===== src/rtl/alu_pkg.sv =====
// alu_pkg: shared definitions for the ALU sequencing/sharing controller.
//   WORD_SIZE - default operand/result width
//   OP_*      - 5-bit opcodes; any other value passes operand A through
//   state_e   - controller states
package alu_pkg;

  localparam int unsigned WORD_SIZE = 32;

  localparam logic [4:0] OP_ADD = 5'd0;
  localparam logic [4:0] OP_SUB = 5'd1;
  localparam logic [4:0] OP_DIV = 5'd2;
  localparam logic [4:0] OP_AND = 5'd3;
  localparam logic [4:0] OP_OR  = 5'd4;
  localparam logic [4:0] OP_XOR = 5'd5;

  typedef enum logic [1:0] {
    IDLE,
    EXEC,
    DIV,
    RESP
  } state_e;

endpackage


===== src/rtl/alu_divider.sv =====
// alu_divider: restoring unsigned divider, one quotient bit per cycle.
//   i_clk, i_reset   - clock, synchronous active-high reset
//   i_start          - load i_a / i_b; the first iteration runs on this edge
//   i_a, i_b         - dividend, divisor (sampled only with i_start)
//   o_busy           - iterations outstanding
//   o_done           - 1-cycle pulse, WordSize cycles after i_start
//   o_quotient       - quotient, valid while o_done is high
// A zero divisor always subtracts successfully, so the quotient is all ones.
module alu_divider
  import alu_pkg::*;
#(
  parameter int unsigned WordSize = WORD_SIZE
) (
  input  logic                i_clk,
  input  logic                i_reset,
  input  logic                i_start,
  input  logic [WordSize-1:0] i_a,
  input  logic [WordSize-1:0] i_b,
  output logic                o_busy,
  output logic                o_done,
  output logic [WordSize-1:0] o_quotient
);

  localparam int unsigned CntW = $clog2(WordSize + 1);

  logic [WordSize-1:0] r_rem, r_quo, r_div;
  logic [CntW-1:0]     r_cnt;
  logic                r_busy, r_done;

  logic [WordSize-1:0] w_rem_in, w_quo_in, w_div_in, w_rem_nx, w_quo_nx;
  logic [WordSize:0]   w_shift, w_diff;

  // One restoring step; on start it operates on the fresh operands so the
  // whole divide fits in WordSize edges.
  always_comb begin
    w_rem_in = i_start ? '0 : r_rem;
    w_quo_in = i_start ? i_a : r_quo;
    w_div_in = i_start ? i_b : r_div;
    w_shift  = {w_rem_in, w_quo_in[WordSize-1]};
    w_diff   = w_shift - {1'b0, w_div_in};
    if (w_shift >= {1'b0, w_div_in}) begin
      w_rem_nx = w_diff[WordSize-1:0];
      w_quo_nx = {w_quo_in[WordSize-2:0], 1'b1};
    end else begin
      w_rem_nx = w_shift[WordSize-1:0];
      w_quo_nx = {w_quo_in[WordSize-2:0], 1'b0};
    end
  end

  always_ff @(posedge i_clk) begin
    if (i_reset) begin
      r_rem  <= '0;
      r_quo  <= '0;
      r_div  <= '0;
      r_cnt  <= '0;
      r_busy <= 1'b0;
      r_done <= 1'b0;
    end else begin
      r_done <= 1'b0;
      if (i_start) begin
        r_rem  <= w_rem_nx;
        r_quo  <= w_quo_nx;
        r_div  <= i_b;
        r_cnt  <= CntW'(1);
        r_busy <= 1'b1;
      end else if (r_busy) begin
        r_rem <= w_rem_nx;
        r_quo <= w_quo_nx;
        r_cnt <= r_cnt + CntW'(1);
        if (r_cnt == CntW'(WordSize - 1)) begin
          r_busy <= 1'b0;
          r_done <= 1'b1;
        end
      end
    end
  end

  assign o_busy     = r_busy;
  assign o_done     = r_done;
  assign o_quotient = r_quo;

endmodule


===== src/rtl/alu_arbiter.sv =====
// alu_arbiter: round-robin sharing of the integer ALU between two requesters.
//   i_clk, i_reset                 - clock, synchronous active-high reset
//   i_reqN_valid / o_reqN_ready    - request handshake, N = 0, 1
//   i_reqN_a, i_reqN_b, i_reqN_sel - operands and opcode
//   o_resp_valid / i_resp_ready    - response handshake
//   o_resp_result, o_resp_carry    - registered result, carry/borrow
//   o_resp_id                      - requester that issued the op
// Single-cycle ops run on latched operands in EXEC; DIV runs in alu_divider.
module alu_arbiter
  import alu_pkg::*;
#(
  parameter int unsigned WordSize = WORD_SIZE
) (
  input  logic                i_clk,
  input  logic                i_reset,
  input  logic                i_req0_valid,
  output logic                o_req0_ready,
  input  logic [WordSize-1:0] i_req0_a,
  input  logic [WordSize-1:0] i_req0_b,
  input  logic [4:0]          i_req0_sel,
  input  logic                i_req1_valid,
  output logic                o_req1_ready,
  input  logic [WordSize-1:0] i_req1_a,
  input  logic [WordSize-1:0] i_req1_b,
  input  logic [4:0]          i_req1_sel,
  output logic                o_resp_valid,
  input  logic                i_resp_ready,
  output logic [WordSize-1:0] o_resp_result,
  output logic                o_resp_carry,
  output logic                o_resp_id
);

  state_e              r_state, w_state_nx;
  logic                r_ptr;
  logic [WordSize-1:0] r_a, r_b;
  logic [4:0]          r_sel;
  logic                r_id;
  logic [WordSize-1:0] r_result;
  logic                r_carry, r_resp_id;

  logic                w_win, w_accept;
  logic [WordSize-1:0] w_a, w_b;
  logic [4:0]          w_sel;
  logic [WordSize:0]   w_sum;
  logic [WordSize-1:0] w_alu_res;
  logic                w_alu_carry;
  logic                w_div_start, w_div_busy, w_div_done;
  logic [WordSize-1:0] w_quot;

  // Grant: pointer breaks ties, a lone valid requester always wins.
  always_comb begin
    w_win        = (i_req0_valid && i_req1_valid) ? r_ptr : i_req1_valid;
    o_req0_ready = (r_state == IDLE) && !i_reset && !w_div_busy && i_req0_valid && !w_win;
    o_req1_ready = (r_state == IDLE) && !i_reset && !w_div_busy && i_req1_valid && w_win;
    w_accept     = o_req0_ready || o_req1_ready;
    w_a          = w_win ? i_req1_a : i_req0_a;
    w_b          = w_win ? i_req1_b : i_req0_b;
    w_sel        = w_win ? i_req1_sel : i_req0_sel;
    w_div_start  = w_accept && (w_sel == OP_DIV);
  end

  always_comb begin
    w_sum       = {1'b0, r_a} + {1'b0, r_b};
    w_alu_res   = r_a;
    w_alu_carry = 1'b0;
    case (r_sel)
      OP_ADD: begin
        w_alu_res   = w_sum[WordSize-1:0];
        w_alu_carry = w_sum[WordSize];
      end
      OP_SUB: begin
        w_alu_res   = r_a - r_b;
        w_alu_carry = (r_a < r_b);
      end
      OP_AND:  w_alu_res = r_a & r_b;
      OP_OR:   w_alu_res = r_a | r_b;
      OP_XOR:  w_alu_res = r_a ^ r_b;
      default: w_alu_res = r_a;
    endcase
  end

  always_comb begin
    w_state_nx = r_state;
    case (r_state)
      IDLE:    if (w_accept) w_state_nx = (w_sel == OP_DIV) ? DIV : EXEC;
      EXEC:    w_state_nx = RESP;
      DIV:     if (w_div_done) w_state_nx = RESP;
      RESP:    if (i_resp_ready) w_state_nx = IDLE;
      default: w_state_nx = IDLE;
    endcase
  end

  always_ff @(posedge i_clk) begin
    if (i_reset) begin
      r_state   <= IDLE;
      r_ptr     <= 1'b0;
      r_a       <= '0;
      r_b       <= '0;
      r_sel     <= '0;
      r_id      <= 1'b0;
      r_result  <= '0;
      r_carry   <= 1'b0;
      r_resp_id <= 1'b0;
    end else begin
      r_state <= w_state_nx;
      if (w_accept) begin
        r_a   <= w_a;
        r_b   <= w_b;
        r_sel <= w_sel;
        r_id  <= w_win;
        r_ptr <= ~w_win;
      end
      if (r_state == EXEC) begin
        r_result  <= w_alu_res;
        r_carry   <= w_alu_carry;
        r_resp_id <= r_id;
      end else if (r_state == DIV && w_div_done) begin
        r_result  <= w_quot;
        r_carry   <= 1'b0;
        r_resp_id <= r_id;
      end
    end
  end

  assign o_resp_valid  = (r_state == RESP);
  assign o_resp_result = r_result;
  assign o_resp_carry  = r_carry;
  assign o_resp_id     = r_resp_id;

  alu_divider #(
    .WordSize(WordSize)
  ) u_divider (
    .i_clk     (i_clk),
    .i_reset   (i_reset),
    .i_start   (w_div_start),
    .i_a       (w_a),
    .i_b       (w_b),
    .o_busy    (w_div_busy),
    .o_done    (w_div_done),
    .o_quotient(w_quot)
  );

endmodule


===== config.mk =====
export PLATFORM = sky130hd
export DESIGN_NAME = alu_arbiter
export DESIGN_NICKNAME = d
export VERILOG_FILES = /design/src/rtl/alu_pkg.sv /design/src/rtl/alu_divider.sv /design/src/rtl/alu_arbiter.sv
export SDC_FILE = /design/constraint.sdc
export NUM_CORES = 1
export LEC_CHECK = 0
export ABC_AREA = 1
export CAP_MARGIN = 20
export CORE_MARGIN = 2
export CORE_UTILIZATION = 35
export DETAILED_ROUTE_END_ITERATION = 7
export PLACE_DENSITY = 0.52
export SLEW_MARGIN = 20
export SYNTH_ARGS = -nofsm -noshare
export SYNTH_HDL_FRONTEND = slang
export SYNTH_SLANG_ARGS = --single-unit

===== constraint.sdc =====
create_clock -name i_clk -period 8.66 [get_ports i_clk]
set_input_delay 0.866 -clock i_clk [delete_from_list [all_inputs] [get_ports i_clk]]
set_output_delay 0.866 -clock i_clk [all_outputs]
set_load 0.02 [all_outputs]

# ---- Yosys cells after proc, flatten, opt, wreduce, memory -nomap -nowiden
# Cells that the tools add are included.
dict set report classes {
  add_sub_neg 4
  magnitude_cmp 2
  eq_ne 12
  n_mux 32
  n_bitwise 5
  reduce_logical 20
}
# operator count
set ops {}
lappend ops {{$mux W32} 12}
lappend ops {{$pmux W32 S5} 1}
lappend ops {{$sub A32 B32 Y32} 2}
lappend ops {{$add A32 B32 Y33} 1}
lappend ops {{$ge A33 B32 Y1} 1}
lappend ops {{$and A32 B32 Y32} 1}
lappend ops {{$lt A32 B32 Y1} 1}
lappend ops {{$or A32 B32 Y32} 1}
lappend ops {{$xor A32 B32 Y32} 1}
lappend ops {{$mux W1} 12}
lappend ops {{$eq A5 B2 Y1 const B} 2}
lappend ops {{$eq A5 B3 Y1 const B} 2}
lappend ops {{$logic_and A1 B1 Y1} 9}
lappend ops {{$mux W2} 4}
lappend ops {{$pmux W2 S4} 1}
lappend ops {{$add A6 B1 Y6 const B} 1}
lappend ops {{$eq A6 B5 Y1 const B} 1}
lappend ops {{$eq A5 B1 Y1 const B} 1}
lappend ops {{$logic_not A5 Y1} 1}
lappend ops {{$mux W5} 1}
lappend ops {{$eq A2 B2 Y1 const B} 2}
lappend ops {{$ne A2 B1 Y1 const B} 2}
lappend ops {{$reduce_bool A2 Y1} 2}
lappend ops {{$logic_not A1 Y1} 3}
lappend ops {{other kinds (9)} 10}
dict set report word_totals {
  register_bits 211
  input_bits 143
  out_inout_bits 37
  elab_cells 91
}

# ---- Depth between registers and ports, before layout
# Gate-level depths: netlist of the first run.
dict set report logic_depth {
  ltp_word 12
  ltp_mapped 30
  ltp_nobuf 28
}

# ---- By module
# A second synthesis of the first run with hierarchy kept.
dict set report hier_totals {
  cells_unflattened 3157
  area_unflattened_um2 18460.2
}
# mod instances cells_each area_per_inst_um2 seq_area_each_um2
set by_module_without_submodules {}
lappend by_module_without_submodules {alu_arbiter 1 1999 11302.1 2142.1}
lappend by_module_without_submodules {alu_divider 1 1158 7158.1 2082.0}

# ---- Worst setup path after synthesis of the first run
# Ideal clock, no wire load.
dict set report synth_timing {
  path_kind {input to register}
  start {input port i_req0_valid}
  end {register u_divider.r_rem[20]}
  setup_ns 0.132
  arrival_time_ns 3.724
  setup_slack_ns 4.804
  path_stages 25
  path_buffers 3
  path_cell_list {nand2_1 > nand2_4 > inv_2 > o21ai_1 > nor2_4 > nand3_4 > buf_2 > buf_1 > nand2_1 > nand2_1 > inv_1 > ha_1 > nand2_1 > inv_1 > a21oi_1 > nand2_1 > nand3_1 > nand2_1 > nand2_1 > nand2_1 > nand2_1 > clkbuf_1 > nand3_1 > nand3_1 > a21oi_1}
}
dict set report synth_via {
  elab_chain_len 11
  word_cells_on_any_way 21
}
# item line_no
set synth_rtl {}
lappend synth_rtl {{start: declaration} alu_arbiter.sv:16} ;# input logic i_req0_valid,
lappend synth_rtl {{parallel branches: the longest is 11 deep, another holds $sub A32 B32 Y32} -}
lappend synth_rtl {{end signal: assignment} alu_divider.sv:61} ;# r_rem <= w_rem_nx;
lappend synth_rtl {{end signal: assignment} alu_divider.sv:67} ;# r_rem <= w_rem_nx;
lappend synth_rtl {{end: declaration} alu_divider.sv:26} ;# logic [WordSize-1:0] r_rem, r_quo, r_div;
# Several ways; the timed one is not identified. The select of a mux whose other input is x is not followed.
# A chain may end at the register's enable or synchronous reset.

# ---- Final worst setup path of the first run
dict set report layout_timing {
  start {input port i_req0_valid}
  end {register u_divider.r_rem[27]}
}
# The elaborated chain is that of the path after synthesis.

==> parameters.txt, run 1 <==
Parameter                              Value

Floorplanning
  Die area    52600 um2
  Number of primary I/O pins    180
  Die Span X    229 um
  Vertical die dimension    229 um
  Number of rows in the core area    82
  Core ar.    50200 um2
  Effective utilization at floorplan    35.4%

Synthesis
  Syn Nets    3357
  Seq/Total Area, Yosys    23.8%
  Synth Area in Adders    9.77%
  Total number of yosys warnings    0
  Mapped Area    17800 um2
  Post-synthesis compound-gate area fraction    17.0%
  Unique masters post-synth    44
  Share of synthesized area spent on multiplexers    0%
  Post-synthesis share of cell area spent on xor and xnor gates    1.43%
  Fraction of the mapped netlist area in simple logic gates    35.8%
  Number of cells produced by synthesis    3077
  Post-synthesis register bit count    211
  Average instance area after synthesis    5.78 um2
  Main combinational cell family by area after synthesis    simple AND/OR/NAND/NOR gates

Global routing
  Vias in the first global route    19500
  Total gr overflow    0
  Wire length of the first global-routing pass    115000 um
  Pin count of the biggest net entering global routing    84
  GRT Total Usage    28.1%
  Antenna violations before repair    1

STA
  Final WS setup    2.28 ns
  Portion of the clock cycle consumed by the worst path in the final layout    73.7%
  Number of failing setup endpoints in the final timing report    0
  Headroom to the max-slew limit    31.9%
  Highest achievable clock rate    0.157 GHz
  Actual slew at the worst max-slew pin    1.02 ns
  RSZ-0062 raised after global routing    no
  Final critical path time including I/O delays and setup    6.38 ns
  Final TNS setup    0 ns
  Final Max Slew Viols    0
  Hold Violations, Final    0
  Worst Clk Skew    0.0199 ns

Cells and area
  Ratio of cells with drive above 1 in the final layout    2.70%
  Commonest non-fill, non-tap cell in the layout    nand2_1
  Post-layout nets    3446
  Commonest cells after routing, fill and taps aside    nand2_1 (1079), inv_1 (421), nor2_1 (237)
  Area growth from synthesis to layout    17.3%
  Summed area of non-filler cells in the final layout    20900 um2

Pwr
  Leakage power    10.3 nW
  PD cells    263 nW/um2
  Worst vdd rail ir drop    0.000120 V
  Power after layout    5.49 mW

Route
  Top sig layer    met4
  Post-route met1 wirelength    34000 um
  DR WL met2    35000 um
  Routed length per placed instance    19.5 um
  Initial DRC count    1679
  Count of unresolved DRC violations after routing    0
  ANT nets after route    0
  Via/cell ratio    5.22
  Wirelength, routed    75300 um
  Number of search-and-repair iterations in the first detailed-routing pass    6
  Met3 WL    4260 um
  Via count    20100

Clock tree
  H-Tree Depth    1
  Count of buffers added by post-CTS timing repair for setup    0
  Buffer depth of the longest clock path    3
  Post-CTS Hold Fix Bufs    0
  CTS sink count    211
  Insertion delay to the later sink of the worst-skew pair    0.57 ns
  Number of clock buffers inserted by TritonCTS    27
  Clk pin slew, worst setup/hold paths    0.06 ns
  Cells resized by post-CTS repair    0
  Clock tree from TritonCTS    built
  Clock root buffer    clkbuf_16

Place
  Sum of net half-perimeters after detailed placement    59500 um
  Routability congestion estimate    0.966
  Worst slack at placement    1.79 ns
  Number of input and output port buffers inserted    179
  Area after DPL    20000 um2

Run status
  Status    completed

Setup path
  Cell type with the highest occurrence count on the critical path    nand2_1
  Library cell contributing the largest single delay on the critical path    buf_4
  Crit Path Class    in -> reg
  Data required, critical path    9.12 ns
  Sort of element at the end of the critical path    flip-flop
  Data arrival time of the critical path    6.84 ns
  Delay contributed by the slowest stage of the critical path    0.59 ns
  Max Fanout on Critical Path    70
  Kind of launch point of the worst setup path    primary input

Run
  Max capacitance violation total    0

Worst hold path
  Min-delay worst type    reg -> reg
## cells by family after synthesis
group,after synthesis
buffers and inverters,572
adders and majority gates,137
DFF,211
xor gates and xnor gates,29
AOI/OAI and AO/OA,550
and+or+nand+nor,1578
## synth_stat cells, drive strengths merged
cell	instances	area [um2]
o2111ai	3	26.3
ha	134	1680
a21o	6	45.0
and2	4	25.0
nor4	3	18.8
nand3b	10	75.1
nor3b	1	7.51
and3	2	12.5
xnor2	10	87.6
o22ai	11	68.8
o211ai	8	60.1
nor3	20	100
nand4	34	213
or2	4	25.0
a211oi	11	82.6
nand2	1084	4080
o21ai	211	1060
a31oi	39	244
fa	3	60.1
a21oi	221	1120
a221oi	2	17.5
o221ai	15	131
o31ai	1	7.51
xor2	19	166
o21a	3	22.5
inv	433	1630
nor2	240	913
dfxtp	211	4220
nand3	176	893
buf	24	124
clkbuf	115	432
o21bai	16	120
a21boi	3	22.5
## worst max-delay path: cells and delay by family
kind                     cells  cell delay (ns)
AO/OA/AOI/OAI                3             0.52
adder cells (fa/ha/maj)      1             0.38
buffers and inverters        7             2.61
AND/OR/NAND/NOR             16             2.33
## per-stage QoR
step,utilization [%],cells,hold slack [ns]
final,41.6,3858,0.468
after global routing,41.6,3857,0.485
after CTS,41.6,3856,0.464
after detailed placement,39.9,3809,0.456
after global placement,39.9,3809,0.454
after floorplan,-,3077,0.437
## cell type report
cell class | count | area, um2
antenna | 2 | 5.00
tap | 672 | 841
fill | 5459 | 29300
sequential | 211 | 4220
inverter | 433 | 1630
timing repair buffer | 199 | 1940
clock buffer | 38 | 767
multi-input combinational | 2294 | 11400
clock inverter | 9 | 85.1
## final timing paths
kind | startpoint | to | slack [ns] | cells past startpoint
worst min register to register | r_ptr | r_ptr | 0.47 | 2
worst max-delay path | i_req0_valid | u_divider.r_rem[27] | 2.28 | 27
worst max register to register | r_ptr | u_divider.r_rem[27] | 2.74 | 27
worst min-delay path | r_ptr | r_ptr | 0.47 | 2
## metal layers
metal / up-vias / track usage (%)
li1: 9957 / -
met1: 9445 / 37.9
met2: 630 / 47.4
met3: 89 / 2.68
met4: 0 / 7.81
met5: - / 0
## where the power goes
group	switching (mW)	internal (mW)	leakage, nW
sequential	0.102	1.11	1.72
clock	0.458	0.646	0.424
combinational	2.24	0.930	8.18
## sequential cells by signal (all words and copies together), names as in the netlist
| signal | count |
|---|---|
| o_resp_carry | 1 |
| o_resp_id | 1 |
| o_resp_result | 32 |
| r_a | 32 |
| r_b | 32 |
| r_id | 1 |
| r_ptr | 1 |
| r_sel | 5 |
| r_state | 2 |
| u_divider.o_busy | 1 |
| u_divider.o_done | 1 |
| u_divider.o_quotient | 32 |
| u_divider.r_cnt | 6 |
| u_divider.r_div | 32 |
| u_divider.r_rem | 32 |
Note: power is estimated with default switching activity, not from simulation.
==> run 2, diff against run 1 <==
==> constraint.sdc (replaced) <==
create_clock -name i_clk -period 6.7 [get_ports i_clk]
set_input_delay 0.67 -clock i_clk [delete_from_list [all_inputs] [get_ports i_clk]]
set_output_delay 0.67 -clock i_clk [all_outputs]
set_load 0.02 [all_outputs]
==> run 2 against run 1 <==
Compared with the run above: critical path depth unchanged; flip-flop and latch count unchanged; sequential share of layout area about the same; global-route usage decreased by 0.081 points; largest cell class unchanged; largest power group unchanged; highest routed layer unchanged.
==> parameters.txt, run 2 (synthesized netlist as in run 1, its figures left out) <==
Parameter                              Value

Cells and area
  Ratio of cells with drive above 1 in the final layout    2.95%
  Number of fill cells in the layout    5542
  Final standard cell utilization of the core    41.7%
  Number of diodes    0
  Post-layout nets    3453
  Commonest cells after routing, fill and taps aside    nand2_1 (1079), inv_1 (421), nor2_1 (237)
  Commonest non-fill, non-tap cell in the layout    nand2_1
  Combined area of the multi-input logic cells    11400 um2
  Area growth from synthesis to layout    17.6%
  Sequential cell area    4220 um2

Clock tree
  Number of clock buffers inserted by TritonCTS    27
  Buffer depth of the longest clock path    3
  H-Tree Depth    1
  Insertion delay to the later sink of the worst-skew pair    0.59 ns
  Clock root buffer    clkbuf_16
  CTS sink count    211
  Clk pin slew, worst setup/hold paths    0.06 ns
  Post-CTS Hold Fix Bufs    0
  Cells resized by post-CTS repair    0
  Count of buffers added by post-CTS timing repair for setup    0
  Clock tree from TritonCTS    built

Place
  Worst slack at placement    0.770 ns
  Routability congestion estimate    0.989
  Number of input and output port buffers inserted    179
  Sum of net half-perimeters after detailed placement    59100 um

Pwr
  Power after layout    7.08 mW
  PD cells    339 nW/um2
  Worst vdd rail ir drop    0.000202 V
  Leakage power    10.3 nW

Setup path
  Worst Reg-to-Reg Cells    26
  Register-to-Register Setup Slack    1.39 ns
  Data required, critical path    7.19 ns
  Sort of element at the end of the critical path    flip-flop
  Timing endpoint of the critical path    u_divider.r_rem[29]
  Kind of launch point of the worst setup path    primary input
  Crit path from    i_req0_valid
  Max Fanout on Critical Path    36
  R2R Path End    u_divider.r_rem[29]
  Data arrival time of the critical path    5.88 ns
  R2R Path Start    u_divider.o_busy
  Crit Path Class    in -> reg

Floorplanning
  Vertical die dimension    229 um
  Effective utilization at floorplan    35.4%
  Number of primary I/O pins    180
  Die Span X    229 um
  Die area    52600 um2
  Number of rows in the core area    82
  Core ar.    50200 um2

Route
  ANT nets after route    0
  Wirelength, routed    75500 um
  Count of unresolved DRC violations after routing    0
  Via count    20100
  Number of search-and-repair iterations in the first detailed-routing pass    7
  Initial DRC count    1785
  Via/cell ratio    5.21
  Routed length per placed instance    19.5 um

Global routing
  Pin count of the biggest net entering global routing    107
  Total gr overflow    0
  Wire length of the first global-routing pass    115000 um
  Antenna violations before repair    0
  Vias in the first global route    19200
  GRT Total Usage    28.0%

STA
  Portion of the clock cycle consumed by the worst path in the final layout    80.4%
  Actual slew at the worst max-slew pin    1.08 ns
  Hold Violations, Final    0
  Final Max Slew Viols    0
  Final WS setup    1.31 ns
  Final TNS setup    0 ns
  Worst Clk Skew    0.0449 ns
  Number of failing setup endpoints in the final timing report    0
  Final critical path time including I/O delays and setup    5.39 ns
  RSZ-0062 raised after global routing    no
  Highest achievable clock rate    0.186 GHz
  Headroom to the max-slew limit    28.0%

Run
  Max capacitance violation total    0

Worst hold path
  Min-Delay Path Depth    2
  Min-delay worst type    reg -> reg

Run status
  Status    completed
-- run 2: power by group --
| group | switching, mW | internal (mW) |
|---|---|---|
| sequential | 0.134 | 1.44 |
| clock | 0.617 | 0.802 |
| combinational | 2.87 | 1.22 |
-- run 2: how the worst min path moves through the flow --
| stage | to | from | slack [ns] |
|---|---|---|---|
| after floorplan | r_ptr | r_ptr | 0.44 |
| after CTS | o_resp_carry | o_resp_carry | 0.48 |
| after detailed placement | o_resp_carry | o_resp_carry | 0.47 |
| after global routing | u_divider.r_div[0] | u_divider.r_div[0] | 0.50 |
| after global placement | u_divider.r_div[0] | u_divider.r_div[0] | 0.46 |
| final | o_resp_carry | o_resp_carry | 0.48 |
-- run 2: final cells by class --
class / count / share of cell area, %
timing repair buffer: 206 / 9.57
inverter: 433 / 7.79
tap: 672 / 4.02
sequential: 211 / 20.2
multi-input combinational: 2294 / 54.4
clock buffer: 33 / 3.43
clock inverter: 13 / 0.545
-- run 2: routing by layer --
metal  GRT usage, %  share of wire [%]
met5              0                  0
met4           5.50                1.7
met3           3.52                5.9
met2           47.0                 47
met1           38.4                 46
-- run 2: worst max-delay path: stages --
cell and delay (ns):
clkdlybuf4s50_1 0.44, nand2_1 0.12, nand2_4 0.18, inv_2 0.49, nand2_1 0.09, o21ai_1 0.20
nor2_4 0.10, nand3_4 0.07, buf_4 0.37, buf_4 0.46, nand2_1 0.11, nand2_1 0.10
inv_1 0.06, ha_1 0.34, nand2_1 0.20, nor2_1 0.10, nand2_1 0.07, nor2_1 0.05
nand3_1 0.07, nand2_1 0.08, a21oi_4 0.37, nand2_2 0.35, inv_2 0.41, nand2_1 0.10
nand3_1 0.10, nand2_1 0.06, inv_1 0.04
-- run 2: stage by stage --
stage	cell area [um2]	hold slack (ns)	cells
after global routing	20900	0.501	3862
after detailed placement	20100	0.466	3816
after CTS	20900	0.476	3862
after floorplan	17800	0.437	3077
after global placement	20100	0.464	3816
final	20900	0.477	3862
==> run 3, diff against run 2 <==
==> constraint.sdc (replaced) <==
create_clock -name i_clk -period 5.55 [get_ports i_clk]
set_input_delay 0.555 -clock i_clk [delete_from_list [all_inputs] [get_ports i_clk]]
set_output_delay 0.555 -clock i_clk [all_outputs]
set_load 0.02 [all_outputs]
==> run 3 against run 2 <==
Compared with the run above: sequential share of layout area shrank 0.14 points; die area is the same; wire length is essentially flat; utilization grew 0.28 points; critical path type is now reg -> reg; first-iteration DRC count shrank 1.3%; sequential power grew 21%.
==> parameters.txt, run 3 (synthesized netlist as in run 1, its figures left out) <==
Parameter                              Value

STA
  Final critical path time including I/O delays and setup    4.57 ns
  Final TNS setup    0 ns
  Headroom to the max-slew limit    23.7%
  Hold Violations, Final    0
  RSZ-0062 raised after global routing    no
  Portion of the clock cycle consumed by the worst path in the final layout    82.3%
  Actual slew at the worst max-slew pin    1.14 ns
  Final Max Slew Viols    0
  Worst Clk Skew    0.0211 ns
  Number of failing setup endpoints in the final timing report    0
  Highest achievable clock rate    0.219 GHz

Clock tree
  Number of clock buffers inserted by TritonCTS    27
  Clock root buffer    clkbuf_16
  Clock tree from TritonCTS    built
  Cells resized by post-CTS repair    0
  Insertion delay to the later sink of the worst-skew pair    0.56 ns
  Count of buffers added by post-CTS timing repair for setup    0
  Clk pin slew, worst setup/hold paths    0.06 ns
  H-Tree Depth    1
  CTS sink count    211
  Buffer depth of the longest clock path    3
  Post-CTS Hold Fix Bufs    0

Global routing
  Vias in the first global route    19200
  Wire length of the first global-routing pass    114000 um
  Total gr overflow    0
  GRT Total Usage    27.9%
  Pin count of the biggest net entering global routing    84
  Antenna violations before repair    0

Route
  Wirelength, routed    75500 um
  Number of search-and-repair iterations in the first detailed-routing pass    6
  Via/cell ratio    5.18
  ANT nets after route    0
  Initial DRC count    1762
  Routed length per placed instance    19.5 um
  Via count    20100
  Count of unresolved DRC violations after routing    0

Cells and area
  Final standard cell utilization of the core    42.0%
  Commonest non-fill, non-tap cell in the layout    nand2_1
  Combined area of the multi-input logic cells    11400 um2
  Area growth from synthesis to layout    18.4%
  Post-layout nets    3457
  Ratio of cells with drive above 1 in the final layout    3.22%
  Final cell count without fillers    3869
  Commonest cells after routing, fill and taps aside    nand2_1 (1079), inv_1 (421), nor2_1 (237)
  Number of fill cells in the layout    5512
  Number of diodes    0
  Sequential cell area    4220 um2

Setup path
  Data arrival time of the critical path    5.06 ns
  Kind of launch point of the worst setup path    flip-flop
  Sort of element at the end of the critical path    flip-flop
  Data required, critical path    6.05 ns
  Max Fanout on Critical Path    35
  Crit Path Class    reg -> reg

Pwr
  Clock power frac    21.2%
  PD cells    415 nW/um2
  Sequential power share    21.7%
  Internal Power    4.32 mW
  Net switching power    4.41 mW
  Leakage power    10.4 nW
  Sw Ratio    50.5%
  Worst vdd rail ir drop    0.000218 V
  Comb power frac    57.1%

Place
  Placed cells    3820
  Routability congestion estimate    1.01
  Number of input and output port buffers inserted    179
  Sum of net half-perimeters after detailed placement    59000 um

Floorplanning
  Die area    52600 um2
  Core ar.    50200 um2
  Number of rows in the core area    82
  Vertical die dimension    229 um
  Die Span X    229 um
  Number of primary I/O pins    180
  Effective utilization at floorplan    35.4%

Run
  Max capacitance violation total    0

Worst hold path
  Min-delay worst type    reg -> reg

Run status
  Status    completed
[run 3: final cells by class]
class / count / area share [%]
Multi-Input combinational cell: 2294 / 54.1
Sequential cell: 211 / 20.1
Clock buffer: 34 / 3.57
Timing Repair Buffer: 210 / 9.77
Clock inverter: 15 / 0.796
Tap cell: 672 / 3.99
Inverter: 433 / 7.73
[run 3: layer usage]
layer / GRT usage, % / share of wire (%) / vias to the layer above
met5: 0 / 0 / -
li1: - / - / 9968
met3: 3.74 / 6.0 / 102
met4: 7.24 / 2.5 / 0
met2: 46.2 / 46 / 646
met1: 38.0 / 46 / 9342
[run 3: path summary, 6_finish.rpt]
check / startpoint / endpoint / slack, ns / cells past startpoint
worst max-delay path: r_state[0] / u_divider.r_rem[14] / 0.98 / 27
worst min-delay path: r_ptr / r_ptr / 0.47 / 2
worst max register to register: r_state[0] / u_divider.r_rem[14] / 0.98 / 27
worst min register to register: r_ptr / r_ptr / 0.47 / 2
[run 3: per-stage QoR]
step | hold WS (ns) | area, um2 | total power, mW | worst slack [ns]
2_1_floorplan | 0.437 | 17800 | 5.05 | 2.00
3_3_place_gp | 0.462 | 20100 | 6.85 | 0.452
5_1_grt | 0.492 | 21100 | 9.35 | 0.519
3_5_place_dp | 0.457 | 20100 | 6.84 | 0.489
6_report | 0.471 | 21100 | 8.73 | 0.984
4_1_cts | 0.468 | 21100 | 8.71 | 1.01
[run 3: critical path, stage by stage, from the launching register on]
cell	delay [ns]
dfxtp_1	0.34
inv_1	0.12
ha_1	0.29
nand3_1	0.12
inv_2	0.14
nand2_1	0.06
buf_4	0.17
nand2_2	0.18
nand3_4	0.12
inv_2	0.19
buf_12	0.25
nand2_1	0.07
nand2_1	0.06
inv_1	0.05
ha_1	0.35
nand2_1	0.13
nor2_1	0.26
nand2_1	0.09
nor2_1	0.18
nand3_1	0.10
nand2_1	0.12
a21oi_4	0.09
nand2_2	0.31
buf_4	0.33
nand3_1	0.11
nand3_1	0.12
nand2_1	0.05
inv_1	0.08
[run 3: power by group through the flow]
stage	Sequential (mW)	Combinational, mW	Clock (mW)
finish	1.90	4.99	1.85
global route	1.92	5.49	1.94
CTS	1.90	4.93	1.88
detailed placement	1.93	4.91	0
global placement	1.92	4.93	0
floorplan	1.98	3.08	0
